File: config.mk
export PLATFORM = sky130hd
export DESIGN_NAME = pack_scheduler
export DESIGN_NICKNAME = d
export VERILOG_FILES = /design/src/rtl/pack_scheduler.sv
export SDC_FILE = /design/constraint.sdc
export NUM_CORES = 1
export LEC_CHECK = 0
export CORE_AREA = 2 2 151 153
export CTS_CLUSTER_DIAMETER = 50
export DETAILED_ROUTE_END_ITERATION = 12
export DIE_AREA = 0 0 153 155
export GPL_TIMING_DRIVEN = 0
export PLACE_DENSITY_LB_ADDON = 0.15
export SLEW_MARGIN = 0
export SYNTH_ARGS = -nofsm -noshare
export SYNTH_HDL_FRONTEND = slang
export SYNTH_SLANG_ARGS = --single-unit
export TNS_END_PERCENT = 100
File: constraint.sdc
create_clock -name clk -period 2.6 [get_ports clk]
set_input_delay 0.52 -clock clk [delete_from_list [all_inputs] [get_ports clk]]
set_output_delay 0.52 -clock clk [all_outputs]
set_load 0.01 [all_outputs]
File: src/rtl/pack_scheduler.sv
// Two-lane round-robin front end for a shared posit packing/rounding datapath.
// Each accepted request is issued for one cycle, then its result is held until the consumer takes it.
module pack_scheduler #(
    parameter int unsigned TAG_W = 4
) (
    input  logic             clk,
    input  logic             rst_n,
    input  logic [1:0]       req_valid,
    output logic [1:0]       req_ready,
    input  logic [1:0]       req_pre_0,
    input  logic [67:0]      req_mant_0,
    input  logic [19:0]      req_exp_0,
    input  logic [3:0]       req_s_0,
    input  logic [TAG_W-1:0] req_tag_0,
    input  logic [1:0]       req_pre_1,
    input  logic [67:0]      req_mant_1,
    input  logic [19:0]      req_exp_1,
    input  logic [3:0]       req_s_1,
    input  logic [TAG_W-1:0] req_tag_1,
    output logic [1:0]       pk_in_pre,
    output logic [67:0]      pk_mant,
    output logic [19:0]      pk_exp,
    output logic [3:0]       pk_s,
    input  logic [31:0]      pk_out_r,
    output logic             res_valid,
    output logic [31:0]      res_data,
    output logic [TAG_W-1:0] res_tag,
    output logic             res_src,
    output logic [1:0]       res_pre,
    input  logic             res_ready,
    output logic [15:0]      op_cnt
);

    typedef enum logic [1:0] {StIdle, StIssue, StResp} state_e;

    state_e      state_q, state_d;
    logic        rr_q;
    logic        win;
    logic        gnt;
    logic        accept;
    logic [15:0] op_cnt_q;

    // Lane B wins when it is the only requester or when both request and rr points at it.
    always_comb begin
        win    = (state_q == StIdle) || ((state_q == StResp) && res_ready);
        gnt    = req_valid[1] & (~req_valid[0] | rr_q);
        accept = win & (|req_valid) & rst_n;
    end

    always_ff @(posedge clk or negedge rst_n) begin
        if (!rst_n) begin
            state_q <= StIdle;
        end else begin
            state_q <= state_d;
        end
    end

    always_comb begin
        state_d = state_q;
        unique case (state_q)
            StIdle:  if (accept) state_d = StIssue;
            StIssue: state_d = StResp;
            StResp:  if (res_ready) state_d = accept ? StIssue : StIdle;
            default: state_d = StIdle;
        endcase
    end

    always_comb begin
        req_ready = 2'b00;
        if (accept) begin
            req_ready = gnt ? 2'b10 : 2'b01;
        end
        res_valid = (state_q == StResp);
    end

    always_ff @(posedge clk or negedge rst_n) begin
        if (!rst_n) begin
            rr_q      <= 1'b0;
            pk_in_pre <= '0;
            pk_mant   <= '0;
            pk_exp    <= '0;
            pk_s      <= '0;
            res_tag   <= '0;
            res_src   <= 1'b0;
            res_pre   <= '0;
        end else if (accept) begin
            rr_q      <= ~gnt;
            pk_in_pre <= gnt ? req_pre_1  : req_pre_0;
            pk_mant   <= gnt ? req_mant_1 : req_mant_0;
            pk_exp    <= gnt ? req_exp_1  : req_exp_0;
            pk_s      <= gnt ? req_s_1    : req_s_0;
            res_tag   <= gnt ? req_tag_1  : req_tag_0;
            res_src   <= gnt;
            res_pre   <= gnt ? req_pre_1  : req_pre_0;
        end
    end

    always_ff @(posedge clk or negedge rst_n) begin
        if (!rst_n) begin
            res_data <= '0;
            op_cnt_q <= '0;
        end else begin
            if (state_q == StIssue) begin
                res_data <= pk_out_r;
            end
            if (res_valid && res_ready && (op_cnt_q != 16'hFFFF)) begin
                op_cnt_q <= op_cnt_q + 16'd1;
            end
        end
    end

    assign op_cnt = op_cnt_q;

endmodule

# Yosys cells after proc, flatten, opt, wreduce, memory -nomap -nowiden
# Cells that the tools add are included.
[word_totals]
reg_bits = 150
output_inout_bits = 152
wordCells = 39
[classes]
addsub = 1
eq_ne = 5
muxes = 11
bitwise = 6
n_reduce_logical = 6
[op_table]
columns = ["op", "count"]
rows = [
  ["2-to-1 mux 68 bit", 1],
  ["2-to-1 mux 20 bit", 1],
  ["adder 16 x 1 -> 16 bit (second input constant)", 1],
  ["!= test 16 bit (second input constant)", 1],
  ["2-to-1 mux 2 bit", 5],
  ["2-to-1 mux 4 bit", 2],
  ["one-hot mux 2 bit (3 select lines)", 1],
  ["AND 1 bit", 3],
  ["equality test 2 x 1 -> 1 bit (second input constant)", 1],
  ["equality test 2 bit (second input constant)", 1],
  ["logical AND 1 bit", 2],
  ["logical NOT 2 bit", 1],
  ["!= test 2 x 1 -> 1 bit (second input constant)", 1],
  ["!= test 2 bit (second input constant)", 1],
  ["inverter 1 bit", 2],
  ["AND reduction 2 bit", 1],
  ["OR reduction 2 bit", 1],
  ["logical OR 1 bit", 1],
  ["2-to-1 mux 1 bit", 1],
  ["bitwise OR 1 bit", 1],
]

# Logic depth before layout (Yosys ltp)
# Gate-level depths: netlist of the first run.
[logic_depth]
word_depth = 8
mapped_depth = 6

# Least setup slack after synthesis of the first run
# Ideal clock, no wire load.
[synth_path]
path_kind = "input to output"
from = "input rst_n"
to = "output req_ready[0]"
arrival_ps = 1556
required_time_ps = 2080
path_slack_ps = 524
stages = 3
path_buffers = 1
path_cell_list = "nand2b_4 > a2111oi_4 > buf_6"
[synth_between]
elab_chain_cells = 2
[synth_rtl]
columns = ["element", "line", "source"]
rows = [
  ["start, declared", "7", "input logic rst_n,"],
  ["AND 1 bit", "47", "accept = win & (|req_valid) & rst_n;"],
  ["2-to-1 mux 2 bit", "70", "if (accept) begin"],
  ["end, declared", "9", "output logic [1:0] req_ready,"],
]
# No other way between the ends.

# Final worst setup path of the first run
# Ends and elaborated chain as after synthesis.

==> results.txt, run 1 <==
* Max-cap violations: 0
* DRC errors left: 0
- Largest vdd supply drop: 407 µV
* Number of warning messages in the yosys log: 0
- Data arrival time of the worst path: 1.94 ns
- Counting buffers and inverters, the worst setup path is 5 cells deep.
- Number of I/O port buffers: 384
- In the global route stage, overall resource usage came out at 0.195.
* Count of fill cells added during filler insertion: 2068
* Cell with the largest stage delay on the worst path: a2111oi_4
- Simple-gate share of the synthesized area: 0.156
- In the synthesized netlist the dominant register cell turns out to be dfrtp_1.
* Largest family of logic cells by synthesized area: simple AND/OR/NAND/NOR gates
* Share of post-route cells with drive strength above 1: 0.121
- Of the total synthesized cell area, the portion taken by full adders, half adders and majority gates is 0.00192.
- The clock net in this run drives a total of 150 sinks.
- The signal on the critical path passes through buf_16, nand2b_4, a2111oi_4, buf_6, dlygate4sd2_1.
* Startpoint type of the worst setup path: input port
- Summing all non-filler instances in the final layout gives an area of 11500 µm².
* Post-Synth XOR/XNOR Area: 0.0202
- Leakage component of the power: 5.04 nW
* Initial core utilization: 0.293
- Final setup margin: 0.139 ns
- For this run, the slowest stage of the critical path takes 0.45 ns.
- Data required time of the worst path: 2.08 ns
- Area added between synthesis and finish: 76.8%
- Between clock sinks in the finished design, the worst skew comes to 0.0116 ns.
- Period Utilization, post-route: 0.946
* Post-route total power: 9.66 mW
- Leading cell types in the layout, fill and taps excluded: 380 x clkdlybuf4s50_1, 201 x nand2_1, 150 x dfrtp_1
- Of all nets on the critical path, the largest fanout is 82.
- The share of synthesized area in the top cell type comes to 0.576.
- Result of the run: finished clean
* Time the worst path needs with I/O delays and setup: 2.46 ns
* Net Count, Synth: 820
- Critical register-to-register path endpoint: pk_s[0]
- Setup Crit Path Kind: input port to output pin
* Leading cell types by total area after synthesis: dfrtp_1 58%, nand2_1 12%, a22oi_1 8.1%
* Share of cell area taken by muxes after synthesis: 0.0571
* Drt first-iter violations: 311
- Synthesized netlist cell count: 586
- The number of global-route vias before repair was 6193.
* Biggest area consumer among synthesized cells: dfrtp_1
- I/O pin count: 385
- Final Core Density: 0.518
- Largest buffer count on any clock path: 2
- Worst-case register-to-register setup slack: 0.34 ns
* Placeable Area: 22200 µm²
- For this design, the CTS-stage hold fixing added 0 buffers.
- Netlist cell types: 35
* Die outline area: 23700 µm²
* Critical path's top delay family: buffers and inverters
- At the placement stage, the worst setup path has a slack of -1.27 ns.
* Cell area reported after detailed placement: 10700 µm²
* Remaining number of nets flagged by the antenna check after routing: 0
- The root buffer cell chosen for the clock tree is clkbuf_16.
* Via Count: 6010
- In this run the vertical extent of the chip is 155 µm.
- Worst hold slack across all endpoints: 0.00303 ns
- Detailed-route vias per instance: 4.65
* Leading cell type in the layout, fill and taps excluded: clkdlybuf4s50_1
- Routed wire length per instance: 18.0 µm
* Mean instance size in the synthesized netlist: 11.1 µm²
* Final cell count without fillers: 1292
- The startpoint identified for the worst register-to-register timing path is state_q[1].
- Insertion delay of the later-clocked pin in the worst-skew pair: 0.42 ns
* CTS H-tree lvls: 4
- Fraction of registers with async set or reset after synthesis: 1.00
- STA classifies the critical path endpoint as an output pin.
- Yosys reg bits: 150
* Final max-slew violation count: 0
* Clock buffer count from CTS: 17
- Counting both buffers and inverters, the worst setup path holds a total of 3.
- Worst hold path type: input port to asynchronous set/reset pin
- Final estimated routing congestion in global placement: 0.796
* Post-synthesis sequential area ratio: 0.576
* Pin count of the biggest net entering global routing: 83
- Yosys mapped a number of flops with a built-in enable equal to 0.
- Routed Wire Length: 23300 µm
- TritonCTS built the clock tree.
* Chip width: 153 µm
- At the end of the flow, the number of nets in the layout was 1229.
- The area fraction in compound gates after synthesis is 0.149.
- For this design the ratio of total power to cell area is 839 nW/µm².
* R2r worst-path depth: 6
- Count of endpoints failing setup in the final report: 0
- Final Hold Viols: 0
- Setup repair after global routing left no endpoint under its margin.
* Cell total after placement: 1256
- Clock-pin slew was measured on the worst setup and hold paths at 0.07 ns.
- The floorplan has 55 rows.
* TNS Setup: 0 ns
* Actual transition at the worst max-transition pin: 0.773 ns
- The initial antenna violation count was 2.
- Global-route wire length before repair: 35700 µm
- The wire-length estimate of the detail-placed layout is 17300 µm.
- The first TritonRoute pass finished after 4 iterations.
* Peak clock frequency supported by timing: 406 MHz
* Grt ovf: 0
- Worst slew margin relative to its limit: 0.485
* Area of the mapped netlist: 6510 µm²
## power breakdown
part           switching, mW  total [mW]  internal (mW)
combinational           1.31        3.28           1.97
clock                   1.00        2.99           1.99
sequential             0.399        3.39           2.99
total                   2.71        9.66           6.95
## synthesized netlist by cell type, drive strengths merged (2+ instances only)
library cell,n
a2111oi,2
xor2,11
and4,2
a22oi,98
nor4,3
nand2b,2
and3,2
inv,6
a21o,2
nand4,5
dfrtp,150
o21ai,2
xnor2,4
nor2,4
clkbuf,21
nor3,5
nand3,4
nor3b,4
mux2,33
buf,16
nand2,201
## sequential cells by signal, indices dropped and copies added (netlist names)
register	flops
op_cnt	16
pk_exp	20
pk_mant	68
pk_s	4
res_data	32
res_pre	2
res_src	1
res_tag	4
rr_q	1
state_q	2
## cell type report
class | instances | area, µm² | share of cell area
clock inverter | 12 | 275 | 0.0239
inverter | 6 | 22.5 | 0.00196
buffer | 37 | 244 | 0.0212
clock buffer | 18 | 429 | 0.0373
timing repair buffer | 390 | 3930 | 0.341
tap | 285 | 357 | 0.0310
multi-input combinational | 393 | 2500 | 0.217
sequential | 150 | 3750 | 0.326
antenna | 1 | 2.50 | 0.000217
## metal layers
| layer | up-vias | track usage | wire length [µm] |
|---|---|---|---|
| met2 | 225 | 0.330 | 11800 |
| met5 | - | 0 | 13 |
| met1 | 2890 | 0.239 | 9400 |
| met4 | 2 | 0.0675 | 536 |
| met3 | 35 | 0.0577 | 1510 |
| li1 | 2858 | - | - |
## worst max path at each step
stage	startpoint	endpoint	slack, ns
detailed placement	rst_n	req_ready[1]	-1.27
CTS	req_valid[1]	req_ready[1]	0.001
global route	rst_n	req_ready[1]	0.007
finish	rst_n	req_ready[0]	0.14
floorplan	rst_n	req_ready[0]	0.52
global placement	rst_n	req_ready[1]	-6.86
## cells by family after synthesis
| group | after synthesis |
|---|---|
| AOI/OAI and AO/OA | 106 |
| xor gates and xnor gates | 15 |
| adders and majority gates | 1 |
| buffers and inverters | 43 |
| DFF | 150 |
| muxes | 33 |
| and+or+nand+nor | 238 |
## repair_timing
item	in CTS	in global routing
pin swaps	2	2
gates resized for setup	5	3
endpoints found under the setup margin	2	3
setup buffers	4	1
(Power assumes the default switching activity.)
==> run 2, diff against run 1 <==
--- a/config.mk
+++ b/config.mk
@@ -5,8 +5,10 @@
 export SDC_FILE = /design/constraint.sdc
 export NUM_CORES = 1
 export LEC_CHECK = 0
+export ABC_CLOCK_PERIOD_IN_PS = 2600
 export CORE_AREA = 2 2 151 153
 export CTS_CLUSTER_DIAMETER = 50
+export CTS_CLUSTER_SIZE = 30
 export DETAILED_ROUTE_END_ITERATION = 12
 export DIE_AREA = 0 0 153 155
 export GPL_TIMING_DRIVEN = 0
==> results of run 2 <==
Same layout as run 1: the final DEF is identical, and so are final timing and power.
==> run 3, diff against run 2 <==
--- a/config.mk
+++ b/config.mk
@@ -6,6 +6,7 @@
 export NUM_CORES = 1
 export LEC_CHECK = 0
 export ABC_CLOCK_PERIOD_IN_PS = 2600
+export CAP_MARGIN = 20
 export CORE_AREA = 2 2 151 153
 export CTS_CLUSTER_DIAMETER = 50
 export CTS_CLUSTER_SIZE = 30
==> run 3 against run 2 <==
Effect of this change: register-to-register slack improved by 0.09 ns; critical endpoint unchanged; die area unchanged; sequential share of layout area is 0.10 points higher; maximum frequency decreased by 1.0%; sequential power about the same; via count fell by 0.23%; clock power is 6% lower; combinational power barely moved; hold slack improved by 0.0011 ns; global-route usage fell by 0.27 points; largest power group unchanged.
==> results.txt, run 3 (synthesis results as in run 1) <==
- Total length of routed met2 wires: 11800 µm (about the same)
- Worst slack after detailed placement: -1.30 ns (was -1.27 ns)
- Number of search-and-repair iterations in the first detailed-routing pass: 8 (was 4)
- Routed wire length per instance: 17.9 µm (was 18.0 µm)
- Final Hold Viols: 0 (unchanged)
- The horizontal die dimension is 153 µm (unchanged).
- Count of endpoints failing setup in the final report: 0 (unchanged)
- Die height: 155 µm (unchanged)
* Initial core utilization: 0.293 (unchanged)
* Global-route wire length before repair: 35400 µm (was 35700 µm)
- The initial antenna violation count came to 0 (was 2).
- The vias after detailed routing was 5996 (was 6010).
- The worst-path maximum fanout came to 11 (was 82).
- Highest metal layer with signal wires: met4 (was met5)
* Largest buffer count on any clock path: 2 (unchanged)
* Startpoint type of the worst setup path: input port (unchanged)
- Max-cap violations: 0 (unchanged)
- CP cell instances: clkdlybuf4s50_1, inv_1, a2111oi_4, buf_8, clkdlybuf4s15_2 (was buf_16, nand2b_4, a2111oi_4, buf_6, dlygate4sd2_1).
- Max FFs per register: 68 (unchanged)
- The final number of max-transition violations is 0 (unchanged).
- The worst-margin pin slew is 0.636 ns (was 0.773 ns).
- The post-route worst setup slack is 0.115 ns (was 0.139 ns).
- The path type of the worst min-delay path is input port to asynchronous set/reset pin (unchanged).
- The worst setup path category was input port to output pin (unchanged).
* Data arrival time of the worst path: 1.97 ns (was 1.94 ns)
* Placeable Area: 22200 µm² (unchanged)
- Setup clock skew after layout: 0.0123 ns (was 0.0116 ns)
* Total routed wire length on the met1 layer: 9440 µm (was 9400 µm)
* Number of I/O port buffers: 384 (unchanged)
- PD cells: 827 nW/µm² (was 839 nW/µm²)
- Sum of net half-perimeters after detailed placement: 17300 µm (about the same)
- The post-route fraction of the period consumed by the critical path came to 0.956 (was 0.946).
- The total number of clock tree sinks is 150 (unchanged).
- The final routed DRC violation total is 0 (unchanged).
* TritonCTS clock tree: built (unchanged)
- The CTS clock-pin slew for the worst setup and hold paths was 0.06 ns (was 0.07 ns).
- The leakage dissipation was 5.03 nW (was 5.04 nW).
- Share of post-route cells with drive strength above 1: 0.123 (was 0.121)
- Total Nets Final: 1229 (unchanged)
- The final worst hold slack was 0.00411 ns (was 0.00303 ns).
- The register with the most flip-flops was pk_mant (unchanged).
- Largest vdd supply drop: 389 µV (was 407 µV)
- The remaining antenna violation count is 0 (unchanged).
- The number of violations reported at the end of detailed-routing iteration 0 was 329 (was 311).
- Detailed-route vias per instance: 4.64 (was 4.65)
* Worst slew margin relative to its limit: 0.576 (was 0.485)
- Leading cell type in the layout, fill and taps excluded: clkdlybuf4s50_1 (unchanged)
* Grt ovf: 0 (unchanged)
* Peak clock frequency supported by timing: 402 MHz (was 406 MHz)
- Final estimated routing congestion in global placement: 0.796 (unchanged)
- The number of global-route vias before repair came to 6084 (was 6193).
- The total global-route track usage came to 0.193 (was 0.195).
- The count of pins on the block boundary came to 385 (unchanged).
* Die outline area: 23700 µm² (unchanged)
- Largest registers in the final layout: pk_mant: 68 flops, res_data: 32 flops, pk_exp: 20 flops (unchanged)
* Cell with the largest stage delay on the worst path: clkdlybuf4s50_1 (was a2111oi_4)
- Routed Wire Length: 23100 µm (was 23300 µm)
* Ant diodes: 0 (was 1)
- The total number of placement rows came to 55 (unchanged).
- Leading cell types in the layout, fill and taps excluded: 380 x clkdlybuf4s50_1, 201 x nand2_1, 150 x dfrtp_1 (unchanged).
* Insertion delay of the later-clocked pin in the worst-skew pair: 0.42 ns (about the same)
* Data required time of the worst path: 2.08 ns (about the same)
- Worst-case register-to-register setup slack: 0.43 ns (was 0.34 ns)
- Result of the run: finished clean (unchanged).
- The post-placement cell area came to 10800 µm² (was 10700 µm²).
- The category of the worst setup path capture point is an output pin (unchanged).
- Clock buffer count from CTS: 17 (unchanged)
- Met3 WL post-DR: 1500 µm (was 1510 µm)
- Post-layout instance area: 11500 µm² (about the same)
- The post-route minimum period came to 2.49 ns (was 2.46 ns).
* Delay of the slowest cell on the worst path: 0.53 ns (was 0.45 ns)
- Unrepaired setup endpoints after global routing: no (unchanged).
* Area added between synthesis and finish: 76.2% (was 76.8%)
- The cell at the root of the clock tree is clkbuf_16 (unchanged).
- CTS H-tree lvls: 4 (unchanged)
- The maximum number of pins on one net before global-route repair came to 83 (unchanged).
[run 3: cell types whose count changed in the layout (fill, tap and decap cells not counted)]
cell | previous run | this run
dlygate4sd2_1 | 2 | 1
diode_2 | 1 | 0
clkbuf_1 | 21 | 20
clkbuf_8 | 1 | 2
bufinv_16 | 8 | 6
buf_6 | 10 | 9
clkinv_2 | 0 | 2
clkdlybuf4s15_2 | 0 | 1
buf_8 | 0 | 1
[run 3: repair_timing]
item,4_1_cts,5_1_grt
gates resized for setup,8,2
hold buffers,0,0
endpoints found under the setup margin,2,3
gates cloned,0,0
pin swaps,2,1
setup buffers,4,1
[run 3: area by class of cell]
cell class | instances | area, µm²
fill | 2063 | 10800
timing repair buffer | 391 | 3940
sequential | 150 | 3750
multi-input combinational | 393 | 2500
clock buffer | 18 | 439
tap | 285 | 357
buffer | 36 | 233
clock inverter | 12 | 225
inverter | 6 | 22.5
[run 3: through the flow]
step                std cells   util  setup TNS [ns]  power (mW)
floorplan                 586      -               0        4.63
global placement         1255  0.482        -1466.31        6.69
detailed placement       1257  0.484          -33.12        6.73
CTS                      1290  0.516               0        9.62
global route             1291  0.516               0        10.0
finish                   1291  0.516               0        9.49
[run 3: path summary, 6_finish.rpt]
| path | startpoint | endpoint | depth (start not counted) |
|---|---|---|---|
| setup / recovery | req_valid[0] | req_ready[0] | 5 |
| hold / removal | rst_n | res_data[14] | 1 |
| setup reg to reg | state_q[1] | pk_exp[3] | 6 |
| hold reg to reg | res_src | res_src | 1 |
| max in group asynchronous | rst_n | pk_s[2] | 2 |
| min in group clk | res_ready | state_q[1] | 2 |
[run 3: metal layers]
metal / global-route usage / vias up
li1: - / 2860
met1: 0.239 / 2885
met2: 0.329 / 231
met3: 0.0549 / 20
met4: 0.0564 / 0
met5: 0 / -
[run 3: report_power, final]
group | internal [mW] | switching [mW] | total (mW)
combinational | 1.97 | 1.30 | 3.28
sequential | 2.99 | 0.403 | 3.39
clock | 1.82 | 1.00 | 2.82
[run 3: critical path: cells and delay by family]
| family | cells | cell delay, ns |
|---|---|---|
| AO/OA/AOI/OAI | 1 | 0.34 |
| buffers and inverters | 4 | 1.09 |
